**src/rtl/corelet_ctrl.sv**
```systemverilog
// corelet_ctrl: weight-stationary tap sequencer for the corelet.
// For every kernel tap it fetches weights into L0, loads them into the MAC
// array, lets them settle, fetches activations, executes, and drains the
// OFIFO through the SFP accumulators. All outputs are registered.
module corelet_ctrl #(
   parameter int                ROW      = 8,
   parameter int                COL      = 8,
   parameter int                ADDR_W   = 11,
   parameter int                TAP_W    = 4,
   parameter int                LEN_W    = 7,
   parameter logic [ADDR_W-1:0] ACT_BASE = 11'd1024
) (
   input  logic              i_clk,
   input  logic              i_rst_n,
   input  logic              i_start,
   input  logic [TAP_W-1:0]  i_num_tap,
   input  logic [LEN_W-1:0]  i_num_act,
   input  logic              i_l0_full,
   input  logic              i_ofifo_valid,
   output logic              o_sram_cen,
   output logic [ADDR_W-1:0] o_sram_addr,
   output logic [34:0]       o_inst,
   output logic              o_busy,
   output logic              o_done
);

   // One spare bit so a fetch counter can reach num_act itself.
   localparam int CNT_W = LEN_W + 1;

   localparam logic [1:0] MAC_LOAD = 2'b01;
   localparam logic [1:0] MAC_EXEC = 2'b10;

   typedef enum logic [2:0] {
      S_IDLE, S_W_FETCH, S_W_LOAD, S_W_SETTLE, S_A_FETCH, S_EXEC, S_DRAIN, S_DONE
   } state_t;

   state_t            r_state;
   logic [TAP_W-1:0]  r_num_tap;
   logic [LEN_W-1:0]  r_num_act;
   logic [TAP_W-1:0]  r_t;
   logic [CNT_W-1:0]  r_cnt;

   logic [ADDR_W-1:0] w_fetch_base;
   logic [CNT_W-1:0]  w_fetch_len;
   logic [CNT_W-1:0]  w_act_last;
   logic              w_more_taps;

   // Weight words of tap t live at t*COL (wrapping at ADDR_W bits); activations at ACT_BASE.
   assign w_fetch_base = (r_state == S_W_FETCH) ? ADDR_W'(r_t) * ADDR_W'(COL) : ACT_BASE;
   assign w_fetch_len  = (r_state == S_W_FETCH) ? CNT_W'(COL) : CNT_W'(r_num_act);
   assign w_act_last   = CNT_W'(r_num_act) - CNT_W'(1);
   assign w_more_taps  = ({1'b0, r_t} + (TAP_W+1)'(1)) < {1'b0, r_num_tap};

   // Sequencer FSM; every output is a register updated alongside the state.
   always_ff @(posedge i_clk or negedge i_rst_n) begin
      if (!i_rst_n) begin
         r_state     <= S_IDLE;
         r_num_tap   <= '0;
         r_num_act   <= '0;
         r_t         <= '0;
         r_cnt       <= '0;
         o_sram_cen  <= 1'b1;
         o_sram_addr <= '0;
         o_inst      <= '0;
         o_busy      <= 1'b0;
         o_done      <= 1'b0;
      end else begin
         o_done     <= 1'b0;
         o_sram_cen <= 1'b1;
         o_inst     <= '0;
         case (r_state)
            S_IDLE: begin
               // A start in the cycle done is still visible belongs to the finished job.
               if (i_start && !o_done) begin
                  r_num_tap <= i_num_tap;
                  r_num_act <= i_num_act;
                  r_t       <= '0;
                  r_cnt     <= '0;
                  o_busy    <= 1'b1;
                  if (i_num_tap == '0 || i_num_act == '0)
                     r_state <= S_DONE;
                  else
                     r_state <= S_W_FETCH;
               end
            end
            S_W_FETCH, S_A_FETCH: begin
               // Read data returns one cycle later, so the L0 write trails the issued read.
               o_inst[2] <= ~o_sram_cen;
               if (r_cnt == w_fetch_len) begin
                  // Last read was issued on the previous edge; its write goes out now.
                  r_cnt   <= '0;
                  r_state <= (r_state == S_W_FETCH) ? S_W_LOAD : S_EXEC;
               end else if (!i_l0_full) begin
                  o_sram_cen  <= 1'b0;
                  o_sram_addr <= w_fetch_base + ADDR_W'(r_cnt);
                  r_cnt       <= r_cnt + CNT_W'(1);
               end
            end
            S_W_LOAD: begin
               o_inst[3]   <= 1'b1;
               o_inst[1:0] <= MAC_LOAD;
               if (r_cnt == CNT_W'(COL - 1)) begin
                  r_cnt   <= '0;
                  r_state <= S_W_SETTLE;
               end else begin
                  r_cnt <= r_cnt + CNT_W'(1);
               end
            end
            S_W_SETTLE: begin
               if (r_cnt == CNT_W'(ROW + COL - 1)) begin
                  r_cnt   <= '0;
                  r_state <= S_A_FETCH;
               end else begin
                  r_cnt <= r_cnt + CNT_W'(1);
               end
            end
            S_EXEC: begin
               o_inst[3]   <= 1'b1;
               o_inst[1:0] <= MAC_EXEC;
               if (r_cnt == w_act_last) begin
                  r_cnt   <= '0;
                  r_state <= S_DRAIN;
               end else begin
                  r_cnt <= r_cnt + CNT_W'(1);
               end
            end
            S_DRAIN: begin
               if (i_ofifo_valid) begin
                  o_inst[6]  <= 1'b1;
                  o_inst[33] <= 1'b1;
                  if (r_cnt == w_act_last) begin
                     r_cnt <= '0;
                     if (w_more_taps) begin
                        r_t     <= r_t + TAP_W'(1);
                        r_state <= S_W_FETCH;
                     end else begin
                        r_state <= S_DONE;
                     end
                  end else begin
                     r_cnt <= r_cnt + CNT_W'(1);
                  end
               end
            end
            S_DONE: begin
               o_done  <= 1'b1;
               o_busy  <= 1'b0;
               r_state <= S_IDLE;
            end
            default: r_state <= S_IDLE;
         endcase
      end
   end

endmodule

```
**config.mk**
```make
export PLATFORM = sky130hd
export DESIGN_NAME = corelet_ctrl
export DESIGN_NICKNAME = d
export VERILOG_FILES = /design/src/rtl/corelet_ctrl.sv
export SDC_FILE = /design/constraint.sdc
export NUM_CORES = 1
export LEC_CHECK = 0
export ABC_AREA = 1
export BUFFER_PORTS_ARGS = -buffer_cell sky130_fd_sc_hd__buf_2
export CAP_MARGIN = 0
export CORE_MARGIN = 1
export CORE_UTILIZATION = 55
export CTS_BUF_LIST = sky130_fd_sc_hd__clkbuf_16
export DETAILED_ROUTE_END_ITERATION = 10
export HOLD_SLACK_MARGIN = 0.12
export PLACE_DENSITY = 0.91
export SETUP_SLACK_MARGIN = 0.05
export SYNTH_ARGS = -nofsm -noshare
export SYNTH_HDL_FRONTEND = slang
export SYNTH_SLANG_ARGS = --single-unit
export TNS_END_PERCENT = 5
```
**constraint.sdc**
```tcl
create_clock -name i_clk -period 2.25 [get_ports i_clk]
set_input_delay 0.675 -clock i_clk [delete_from_list [all_inputs] [get_ports i_clk]]
set_output_delay 0.675 -clock i_clk [all_outputs]
set_load 0.05 [all_outputs]
```
After elaboration in Yosys (flattened, before gate mapping)

Cells that the tools add are included.
W data, S select, Z words.

Register bits: 45
Output and inout bits: 49
Word-level logic and storage cells: 93

Add/sub/neg operators: 5
Magnitude comparators: 1
Eq/ne operators: 20
Muxes and demuxes: 37
Bitwise gates (word level): 3
Reduce and logical (&&, ||, !) cells: 17

Operators by type and width:

| kind                  | number |
|---|---|
| $mux W8               | 7 |
| $pmux W8 S6           | 1 |
| $mux W3               | 10 |
| $pmux W3 S7           | 1 |
| $mux W4               | 4 |
| $ne A2 B2 Y1 const B  | 8 |
| $eq A3 B3 Y1 const B  | 4 |
| $add A11 B8 Y11       | 1 |
| $mux W11              | 1 |
| $mux W1               | 9 |
| $add A8 B1 Y8 const B | 1 |
| $eq A8 B3 Y1 const B  | 1 |
| $eq A8 B4 Y1 const B  | 1 |
| $eq A8 B7 Y1          | 1 |
| $eq A8 B8 Y1          | 1 |
| $pmux W4 S2           | 1 |
| $sub A7 B1 Y8 const B | 1 |
| $logic_not A7 Y1      | 1 |
| $mux W7               | 1 |
| $reduce_and A7 Y1     | 1 |
| $eq A3 B2 Y1 const B  | 2 |
| $reduce_bool A6 Y1    | 1 |
| $add A4 B1 Y5 const B | 1 |
| $lt A5 B4 Y1          | 1 |
| 17 further kinds      | 22 |

Logic depth before layout (Yosys ltp)

Gate-level depths: netlist of the first run.

Depth in word-level cells: 6
Depth in mapped cells: 14

Worst setup path after synthesis of the first run

OpenSTA, ideal clock, no wires.

Kind: reg-to-reg
Start point: register r_state[2]
End point: register o_sram_addr[7]
Library setup time: 0.123 ns
Data arrival time: 1.792 ns
Required time: 2.127 ns
Path slack: 0.336 ns
Stages on the path, launching flop included: 10
Path buffers: 0
Path through: dfrtp_1 > inv_4 > nand3_4 > nor2_1 > ha_1 > inv_1 > fa_1 > o21ai_0 > xor2_1 > o21ai_1

Word-level cells in the longest chain between the ends: 5
Elaborated cells between the ends (all ways): 9
Those cells by class: add/sub: 1; eq/ne: 3; mux: 2; bitwise: 1; reduce/logical: 2

Ends and longest elaborated chain:

| item                                                    | RTL line | source |
|---|---|---|
| start: declaration                                      | 37       | `state_t r_state;` |
| start signal: assignment                                | 92       | `r_state <= (r_state == S_W_FETCH) ? S_W_LOAD : S_EXEC;` |
| branches (longest 5 deep; another with $add A11 B8 Y11) | -        |  |
| end signal: assignment                                  | 95       | `o_sram_addr <= w_fetch_base + ADDR_W'(r_cnt);` |
| end: declaration                                        | 21       | `output logic [ADDR_W-1:0] o_sram_addr,` |

Parallel ways; which one is timed is not known.
A chain may end at the register's enable or synchronous reset.

Worst setup path in the final report of the first run

Start point: register r_t[1]
End point: register r_t[2]

Word-level cells in the longest chain between the ends: 5
Elaborated cells between the ends (all ways): 9
Those cells by class: add/sub: 2; order compare: 1; eq/ne: 1; mux: 4; reduce/logical: 1

Ends and longest elaborated chain:

| item                                                  | RTL line | source |
|---|---|---|
| start: declaration                                    | 40       | `logic [TAP_W-1:0] r_t;` |
| start signal: assignment                              | 134      | `r_t <= r_t + TAP_W'(1);` |
| branches (longest 5 deep; another with $add A4 B1 Y5) | -        |  |

Parallel ways; which one is timed is not known. The select of a mux whose other input is x is not followed.

==> flow_summary.json, run 1 <==
{
  "reg2reg_slack_ns": 0.11,
  "hold_buffers": 0,
  "cts_setup_buffers": 0,
  "initial_core_util": 0.569,
  "startpoint": "r_t[1]$_DFFE_PN0P_",
  "synthFlopType": "dfrtp_1",
  "powerDensity_nw_per_um2": 1280,
  "cp-end-kind": "flip-flop",
  "total_power_mw": 4.38,
  "ys_seq_area_frac": 0.354,
  "io_buffers": 34,
  "worst-path-max-fanout": 8,
  "wirelength_um": 6910,
  "fp.dieH_um": 77.2,
  "synth_seq_cells": 44,
  "yosys-top-cells-area": "dfrtp_1 (35%), nand2_1 (17%), buf_4 (8.2%), inv_1 (6.8%), nor2_1 (4.2%)",
  "finClkSkew_ns": 0.00284,
  "cts_max_path_buffers": 2,
  "final.min_clock_period_ns": 2.14,
  "instances_no_fill": 546,
  "grt_usage": 0.239,
  "fin_nets": 500,
  "grt.met3_usage": 0.0524,
  "vias": 2747,
  "p_leak_nw": 1.87,
  "die_w_um": 77.2,
  "synth.avg_cell_area_um2": 7.09,
  "gp_congestion": 0.958,
  "h-tree-depth": 2,
  "viasPerCell": 5.03,
  "hold_viol_final": 0,
  "busiest_layer": "met2",
  "worst_pin_slew_ns": 0.637,
  "drive_gt1_frac": 0.162,
  "drc": 2,
  "clk-insertion-delay-late_ns": 0.29,
  "grtUsageMet2": 0.396,
  "cp_data_required_time_ns": 2.42,
  "rsz0062_at_grt": "yes",
  "multi_input_area_um2": 1650,
  "violations": "DRC",
  "maxSlewViolCount": 0,
  "hold_ws_ns": 0.364,
  "wl_per_cell_um": 12.7,
  "seqCellArea_um2": 1100,
  "synth_cell_types": 34,
  "max_freq_mhz": 468,
  "drv_cap": 0,
  "grt_pass1_wl_um": 11100,
  "final_antenna_net_count": 0,
  "max_slew_margin": 0.574,
  "cp.arrival_ns": 2.31,
  "fillCellCount": 481,
  "pin_count": 65,
  "period_share": 0.949,
  "tns_ns": 0,
  "r2r_end": "r_t[2]$_DFFE_PN0P_",
  "syn_inst": 439,
  "placed_cells": 538,
  "fin_ws_ns": 0.115,
  "startpoint_type": "flip-flop",
  "synth_edf_count": 0,
  "cts_tree": "built",
  "grt_pass1_vias": 2435,
  "antenna_found_initial": 0,
  "ir_worst_vdd_mv": 0.574,
  "clock_sinks": 44,
  "core_um2": 5470,
  "status": "finished with violations",
  "area_growth_pct": 10.2,
  "die-area_um2": 5960,
  "finalSetupViolCount": 0,
  "path_clk_slew_ns": 0.06,
  "syn-cell-area_um2": 3110,
  "r2r_cells": 10,
  "yosys_warnings": 0,
  "worstSetupPathType": "reg -> reg",
  "drt-initial-drc-count": 246,
  "dpl.hpwl_um": 5100,
  "n_antenna_cell": 0,
  "grt_start_max_net_pins": 45,
  "grt-ovfl-total": 0,
  "cts_root_buf": "clkbuf_16",
  "yosys.area.top_type": "dfrtp_1",
  "min_path_type": "in -> async",
  "cts_buffers": 5,
  "async_flop_share": 1.00,
  "rr_startpoint": "r_t[1]$_DFFE_PN0P_",
  "firstDrtPassIters": 7,
  "post_cts_resized": 0,
  "synth_top_area_frac": 0.346,
  "grt_use_met1": 0.301,
  "post-place-ws_ns": 0.152,
  "rows": 27
}
kinds of logic (layout without fill, tap and decap cells):
family          Yosys count  after routing  share of synthesized area
fa+ha+maj                11             11                     0.0466
compound gates           44             44                     0.0764
flops                    44             44                      0.354
xor+xnor                  7              7                     0.0197
other cells               1             30                    0.00121
buf+inv                  98            104                      0.163
simple gates            234            234                      0.339
worst max-delay path by stage:
stage / to / slack (ns) / cells past startpoint
after detailed placement: o_sram_addr[7]$_DFFE_PN0P_ / 0.15 / 9
final: r_t[2]$_DFFE_PN0P_ / 0.11 / 10
after global placement: r_t[0]$_DFFE_PN0P_ / 0.21 / 10
after CTS: r_t[3]$_DFFE_PN0P_ / 0.12 / 10
after global routing: r_t[1]$_DFFE_PN0P_ / 0.006 / 10
after floorplan: o_sram_addr[7]$_DFFE_PN0P_ / 0.34 / 9
through the flow:
| step | util | instance area, um^2 |
|---|---|---|
| after floorplan | - | 3220 |
| after global placement | 0.590 | 3230 |
| after detailed placement | 0.590 | 3230 |
| after CTS | 0.620 | 3390 |
| after global routing | 0.626 | 3430 |
| final | 0.626 | 3430 |
critical path: stages (launching register included):
cell     delay, ns
dfrtp_1       0.44
ha_2          0.24
xor2_2        0.22
ha_4          0.24
a21oi_2       0.09
or2_2         0.13
nand3_1       0.12
o21ai_1       0.17
nand3_2       0.18
nand2_1       0.11
o21ai_1       0.07
placed cells by master, fill, tap and decap left out, drive strengths merged:
cell / instances
a211oi: 1
a21oi: 8
buf: 36
bufinv: 1
clkbuf: 5
clkinv: 1
conb: 30
dfrtp: 43
dfstp: 1
fa: 1
ha: 10
inv: 61
nand2: 151
nand3: 26
nand3b: 3
nand4: 9
nor2: 43
o21ai: 33
o22ai: 1
o31ai: 1
or2: 2
xnor2: 1
xor2: 6
cell type report:
cell class                 count  share of cell area
tap                           72              0.0263
sequential                    44               0.322
clock buffer                   5              0.0365
clock inverter                 3              0.0113
inverter                      60              0.0664
timing repair buffer          36              0.0577
multi-input combinational    326               0.480
where the power goes:
part / internal, mW / total [mW] / switching, mW
Sequential: 1.01 / 1.25 / 0.239
Clock: 0.518 / 0.819 / 0.301
Combinational: 0.662 / 2.31 / 1.65
Total: 2.19 / 4.38 / 2.19
per-layer routing:
metal  part of all wire  routed length, um
met1               0.43               3010
met2               0.48               3310
met3              0.063                437
met4              0.024                163
met5                  0                  0
sequential cells by signal (all words and copies together), names as in the netlist:
| name | flops |
|---|---|
| r_cnt | 8 |
| r_state | 3 |
| o_done | 1 |
| o_inst | 5 |
| o_sram_addr | 10 |
| o_sram_cen | 1 |
| r_t | 4 |
| r_num_act | 7 |
| r_num_tap | 4 |
| o_busy | 1 |
synthesized netlist by cell type (all sizes together), types with 3 or more instances:
master	count
a21oi	8
buf	35
clkbuf	3
dfrtp	43
ha	10
inv	60
nand2	151
nand3	26
nand3b	3
nand4	9
nor2	43
o21ai	33
xor2	6
(Power assumes the default switching activity.)
==> run 2: changes to the inputs <==
--- a/config.mk
+++ b/config.mk
@@ -8,6 +8,7 @@
 export ABC_AREA = 1
 export BUFFER_PORTS_ARGS = -buffer_cell sky130_fd_sc_hd__buf_2
 export CAP_MARGIN = 0
+export CORE_ASPECT_RATIO = 0.6
 export CORE_MARGIN = 1
 export CORE_UTILIZATION = 55
 export CTS_BUF_LIST = sky130_fd_sc_hd__clkbuf_16
==> constraint.sdc (replaced) <==
create_clock -name i_clk -period 2.6 [get_ports i_clk]
set_input_delay 0.78 -clock i_clk [delete_from_list [all_inputs] [get_ports i_clk]]
set_output_delay 0.78 -clock i_clk [all_outputs]
set_load 0.05 [all_outputs]
==> run 2 against run 1 <==
Against the previous run:
- the flow now finishes without violations
- count of clock-buffer cells in the layout stayed put
- combinational power decreased by 12%
- sequential power is 13% lower
- largest cell class unchanged
- power decreased by 13%
- routed wire length is 7.4% higher
- setup slack improved by 0.34 ns
- cell area down 1.8%
- via count rose by 0.84%
- clock power down 13%
- fmax fell by 0.24%
- first-iteration DRC count grew 6.9%
- non-clock buffer count fell by 1
==> flow_summary.json, run 2 (synthesis gave the netlist of run 1 again) <==
{
  "startpoint_type": "flip-flop",
  "fp.dieH_um": 60.3,
  "drt-initial-drc-count": 263,
  "rows": 20,
  "grt_usage": 0.263,
  "fin_nets": 499,
  "antenna_found_initial": 0,
  "fillCellCount": 445,
  "hold_viol_final": 0,
  "largest_reg_flops": 10,
  "drive_gt1_frac": 0.146,
  "gp_congestion": 0.999,
  "r2r_cells": 9,
  "viasPerCell": 5.14,
  "grt_pass1_vias": 2570,
  "cts_max_path_buffers": 2,
  "pin_count": 65,
  "worst_pin_slew_ns": 0.605,
  "post_cts_resized": 0,
  "area_growth_pct": 8.16,
  "powerDensity_nw_per_um2": 1140,
  "utilization": 0.640,
  "finClkSkew_ns": 0.00535,
  "firstDrtPassIters": 5,
  "cp_slowest_cell": "dfrtp_1",
  "cts_root_buf": "clkbuf_16",
  "vias": 2770,
  "min_from": "o_sram_addr[6]$_DFFE_PN0P_",
  "total_power_mw": 3.82,
  "initial_core_util": 0.592,
  "clock_sinks": 44,
  "max_slew_margin": 0.596,
  "crit_chain": "inv_4, nand3_4, nor2_1, ha_1, inv_1, fa_1, o21ai_0, xor2_1, o21ai_1",
  "io_buffers": 34,
  "hold_buffers": 0,
  "finalSetupViolCount": 0,
  "core_um2": 5260,
  "n_antenna_cell": 0,
  "grt_pass1_wl_um": 11900,
  "final.min_clock_period_ns": 2.14,
  "drv_cap": 0,
  "p_leak_nw": 1.87,
  "cp_data_required_time_ns": 2.77,
  "cp.arrival_ns": 2.31,
  "status": "finished, final reports clean",
  "cts_buffers": 5,
  "crit_end": "o_sram_addr[7]$_DFFE_PN0P_",
  "rsz0062_at_grt": "no",
  "maxSlewViolCount": 0,
  "dpl.hpwl_um": 5630,
  "clk-insertion-delay-late_ns": 0.29,
  "cts_tree": "built",
  "cp-end-kind": "flip-flop",
  "max_freq_mhz": 467,
  "wl_per_cell_um": 13.8,
  "grt-ovfl-total": 0,
  "drc": 0,
  "period_share": 0.823,
  "mostFrequentLayoutCell": "nand2_1",
  "final_antenna_net_count": 0,
  "top_regs": "o_sram_addr: 10 flops, r_cnt: 8 flops, r_num_act: 7 flops",
  "worst-path-max-fanout": 10,
  "die_w_um": 99.1,
  "wirelength_um": 7420,
  "path_clk_slew_ns": 0.06,
  "h-tree-depth": 2,
  "min_path_type": "reg -> reg",
  "grt_start_max_net_pins": 45,
  "layout_common_cells": "nand2_1 (145), inv_1 (57), dfrtp_1 (43)",
  "rr_startpoint": "r_state[2]$_DFFE_PN0P_",
  "ir_worst_vdd_mv": 0.595,
  "hold_ws_ns": 0.488,
  "r2r_end": "o_sram_addr[7]$_DFFE_PN0P_",
  "tns_ns": 0,
  "largest-register": "o_sram_addr",
  "cts_setup_buffers": 0,
  "startpoint": "r_state[2]$_DFFE_PN0P_",
  "multi_input_area_um2": 1610,
  "reg2reg_slack_ns": 0.46,
  "seqCellArea_um2": 1100,
  "cpPeakStageDelay_ns": 0.48,
  "die-area_um2": 5970,
  "worstSetupPathType": "reg -> reg"
}
-- run 2: worst min-delay path by stage --
stage                                             to  slack (ns)  cells after the start
after floorplan             r_num_tap[1]$_DFFE_PN0P_        0.45                      2
final                     o_sram_addr[6]$_DFFE_PN0P_        0.49                      2
after detailed placement    r_num_tap[2]$_DFFE_PN0P_        0.47                      2
after global placement    o_sram_addr[3]$_DFFE_PN0P_        0.46                      2
after CTS                 o_sram_addr[6]$_DFFE_PN0P_        0.49                      2
after global routing      o_sram_addr[6]$_DFFE_PN0P_        0.51                      2
-- run 2: layout make-up --
type | instances | area share
clock buffer | 5 | 0.0372
clock inverter | 3 | 0.0115
inverter | 60 | 0.0677
multi-input combinational | 326 | 0.479
sequential | 44 | 0.328
tap | 66 | 0.0245
timing repair buffer | 35 | 0.0528
-- run 2: power by group --
part	total (mW)	switching, mW	internal [mW]
combinational	2.03	1.47	0.556
clock	0.712	0.264	0.448
sequential	1.09	0.210	0.876
-- run 2: critical path, delay by kind of cell (launching register included) --
family | cells | cell delay [ns]
flops | 1 | 0.48
simple gates | 2 | 0.29
buf+inv | 2 | 0.22
xor+xnor | 1 | 0.17
fa+ha+maj | 2 | 0.55
compound gates | 2 | 0.31
-- run 2: through the flow --
stage          std cells  setup WS [ns]  area, um^2
6_report             539          0.460        3370
5_1_grt              539          0.244        3370
4_1_cts              539          0.468        3370
3_5_place_dp         531          0.477        3200
3_3_place_gp         531          0.520        3200
2_1_floorplan        468          0.686        3220
-- run 2: routing by layer --
| layer | track usage | wire length (um) |
|---|---|---|
| met3 | 0.0865 | 692 |
| met1 | 0.344 | 3350 |
| met2 | 0.421 | 3240 |
| met4 | 0.0714 | 141 |
| met5 | 0.0342 | 0 |
==> run 3: changes to the inputs <==
==> constraint.sdc (replaced) <==
create_clock -name i_clk -period 2.2 [get_ports i_clk]
set_input_delay 0.66 -clock i_clk [delete_from_list [all_inputs] [get_ports i_clk]]
set_output_delay 0.66 -clock i_clk [all_outputs]
set_load 0.05 [all_outputs]
==> run 3 against run 2 <==
Against the previous run:
- cell area is 3.7% higher
- clock power is 18% higher
- hold slack worse by 0.14 ns
- first-iteration DRC count is 8.0% higher
- power is 22% higher
- register-to-register slack worse by 0.33 ns
- non-clock buffer count is 9 higher
- global-route usage is 0.054 points lower
- final cell count is 1.7% higher
- sequential power is 17% higher
- critical path type unchanged
- largest power group unchanged
==> flow_summary.json, run 3 (synthesis gave the netlist of run 1 again) <==
{
  "fin_nets": 508,
  "max_slew_margin": 0.615,
  "grt-ovfl-total": 0,
  "startpoint_type": "flip-flop",
  "fp.dieH_um": 60.3,
  "cts_buffers": 5,
  "drt-initial-drc-count": 284,
  "crit_chain": "buf_4, nand3_1, xor2_1, inv_1, ha_1, nand2_1, inv_1, nand4_1, nand3_2, o21ai_2, nand3_4, nand2_1, o21ai_1",
  "n_antenna_cell": 0,
  "status": "finished, final reports clean",
  "largest-register": "o_sram_addr",
  "clock_sinks": 44,
  "grt_usage": 0.262,
  "min_path_type": "in -> async",
  "firstDrtPassIters": 8,
  "worst-path-max-fanout": 8,
  "largest_reg_flops": 10,
  "cts_root_buf": "clkbuf_16",
  "period_share": 0.943,
  "finClkSkew_ns": 0.00735,
  "rows": 20,
  "final.min_clock_period_ns": 2.07,
  "clk-insertion-delay-late_ns": 0.29,
  "top_regs": "o_sram_addr: 10 flops, r_cnt: 8 flops, r_num_act: 7 flops",
  "initial_core_util": 0.592,
  "max_freq_mhz": 482,
  "p_leak_nw": 1.92,
  "h-tree-depth": 2,
  "ir_worst_vdd_mv": 0.591,
  "cpPeakStageDelay_ns": 0.43,
  "path_clk_slew_ns": 0.06,
  "layout_common_cells": "nand2_1 (143), inv_1 (57), dfrtp_1 (40)",
  "die-area_um2": 5970,
  "critPathBufInv": 3,
  "rsz0062_at_grt": "yes",
  "vias": 2838,
  "hold_viol_final": 0,
  "final_antenna_net_count": 0,
  "cp_slowest_cell": "dfrtp_2",
  "grt_pass1_vias": 2493,
  "post-place-ws_ns": 0.0543,
  "drv_cap": 0,
  "worstSetupPathType": "reg -> reg",
  "cts_max_path_buffers": 2,
  "grt_pass1_wl_um": 11800,
  "hold_buffers": 0,
  "grt_start_max_net_pins": 24,
  "core_um2": 5260,
  "worst_pin_slew_ns": 0.576,
  "cp_data_required_time_ns": 2.37,
  "pin_count": 65,
  "cts_tree": "built",
  "drive_gt1_frac": 0.187,
  "io_buffers": 34,
  "drc": 0,
  "cp_top_family": "simple AND/OR/NAND/NOR gates",
  "cp.arrival_ns": 2.25,
  "area_growth_pct": 12.2,
  "mostFrequentLayoutCell": "nand2_1",
  "powerDensity_nw_per_um2": 1340,
  "reg2reg_slack_ns": 0.13,
  "wl_per_cell_um": 13.6,
  "hold_ws_ns": 0.351,
  "fin_ws_ns": 0.125,
  "dpl.hpwl_um": 5700,
  "cp-end-kind": "flip-flop",
  "gp_congestion": 0.999,
  "finalSetupViolCount": 0,
  "maxSlewViolCount": 0,
  "viasPerCell": 5.18,
  "die_w_um": 99.1,
  "antenna_found_initial": 0,
  "wirelength_um": 7480
}
run 3: cell types whose count changed in the layout (fill, tap and decap cells not counted), moves of 2 or more:
cell,change
dfrtp_1,-3
ha_2,+2
nand2_2,+2
o21ai_2,+2
dfrtp_2,+3
ha_1,-2
buf_4,+8
nand2_1,-2
run 3: repair_timing:
action	in CTS	in global routing
setup endpoints to repair	0	19
resized for setup	0	16
buffers inserted	0	7
run 3: report_power, final:
part | switching, mW | total (mW) | internal [mW]
combinational | 1.83 | 2.56 | 0.735
sequential | 0.245 | 1.28 | 1.04
clock | 0.308 | 0.837 | 0.529
total | 2.38 | 4.68 | 2.30
run 3: per-layer routing:
layer | part of all wire | GRT usage
met1 | 0.46 | 0.363
met2 | 0.43 | 0.417
met3 | 0.10 | 0.0772
met4 | 0.011 | 0.0462
met5 | 0 | 0
run 3: path summary, 6_finish.rpt:
path	depth (start not counted)	to	startpoint
setup / recovery	13	r_t[1]$_DFFE_PN0P_	r_t[1]$_DFFE_PN0P_
hold / removal	1	r_cnt[2]$_DFFE_PN0P_	i_rst_n
setup reg to reg	13	r_t[1]$_DFFE_PN0P_	r_t[1]$_DFFE_PN0P_
hold reg to reg	2	o_sram_addr[7]$_DFFE_PN0P_	o_sram_addr[7]$_DFFE_PN0P_
max in group asynchronous	2	r_t[1]$_DFFE_PN0P_	i_rst_n
min in group i_clk	2	o_sram_addr[7]$_DFFE_PN0P_	o_sram_addr[7]$_DFFE_PN0P_
run 3: stage by stage:
step | cell area [um^2] | TNS [ns] | utilization | power (mW) | cells
2_1_floorplan | 3220 | 0 | - | 3.19 | 468
3_3_place_gp | 3230 | 0 | 0.615 | 3.56 | 533
3_5_place_dp | 3230 | 0 | 0.615 | 3.65 | 533
4_1_cts | 3390 | 0 | 0.646 | 4.51 | 541
5_1_grt | 3490 | -0.0193 | 0.664 | 4.99 | 548
6_report | 3490 | 0 | 0.664 | 4.68 | 548
run 3: area by class of cell:
cell class / count / area, um^2
fill: 451 / 1760
multi-input combinational: 326 / 1650
sequential: 44 / 1110
timing repair buffer: 44 / 258
inverter: 60 / 230
clock buffer: 5 / 125
tap: 66 / 82.6
clock inverter: 3 / 38.8
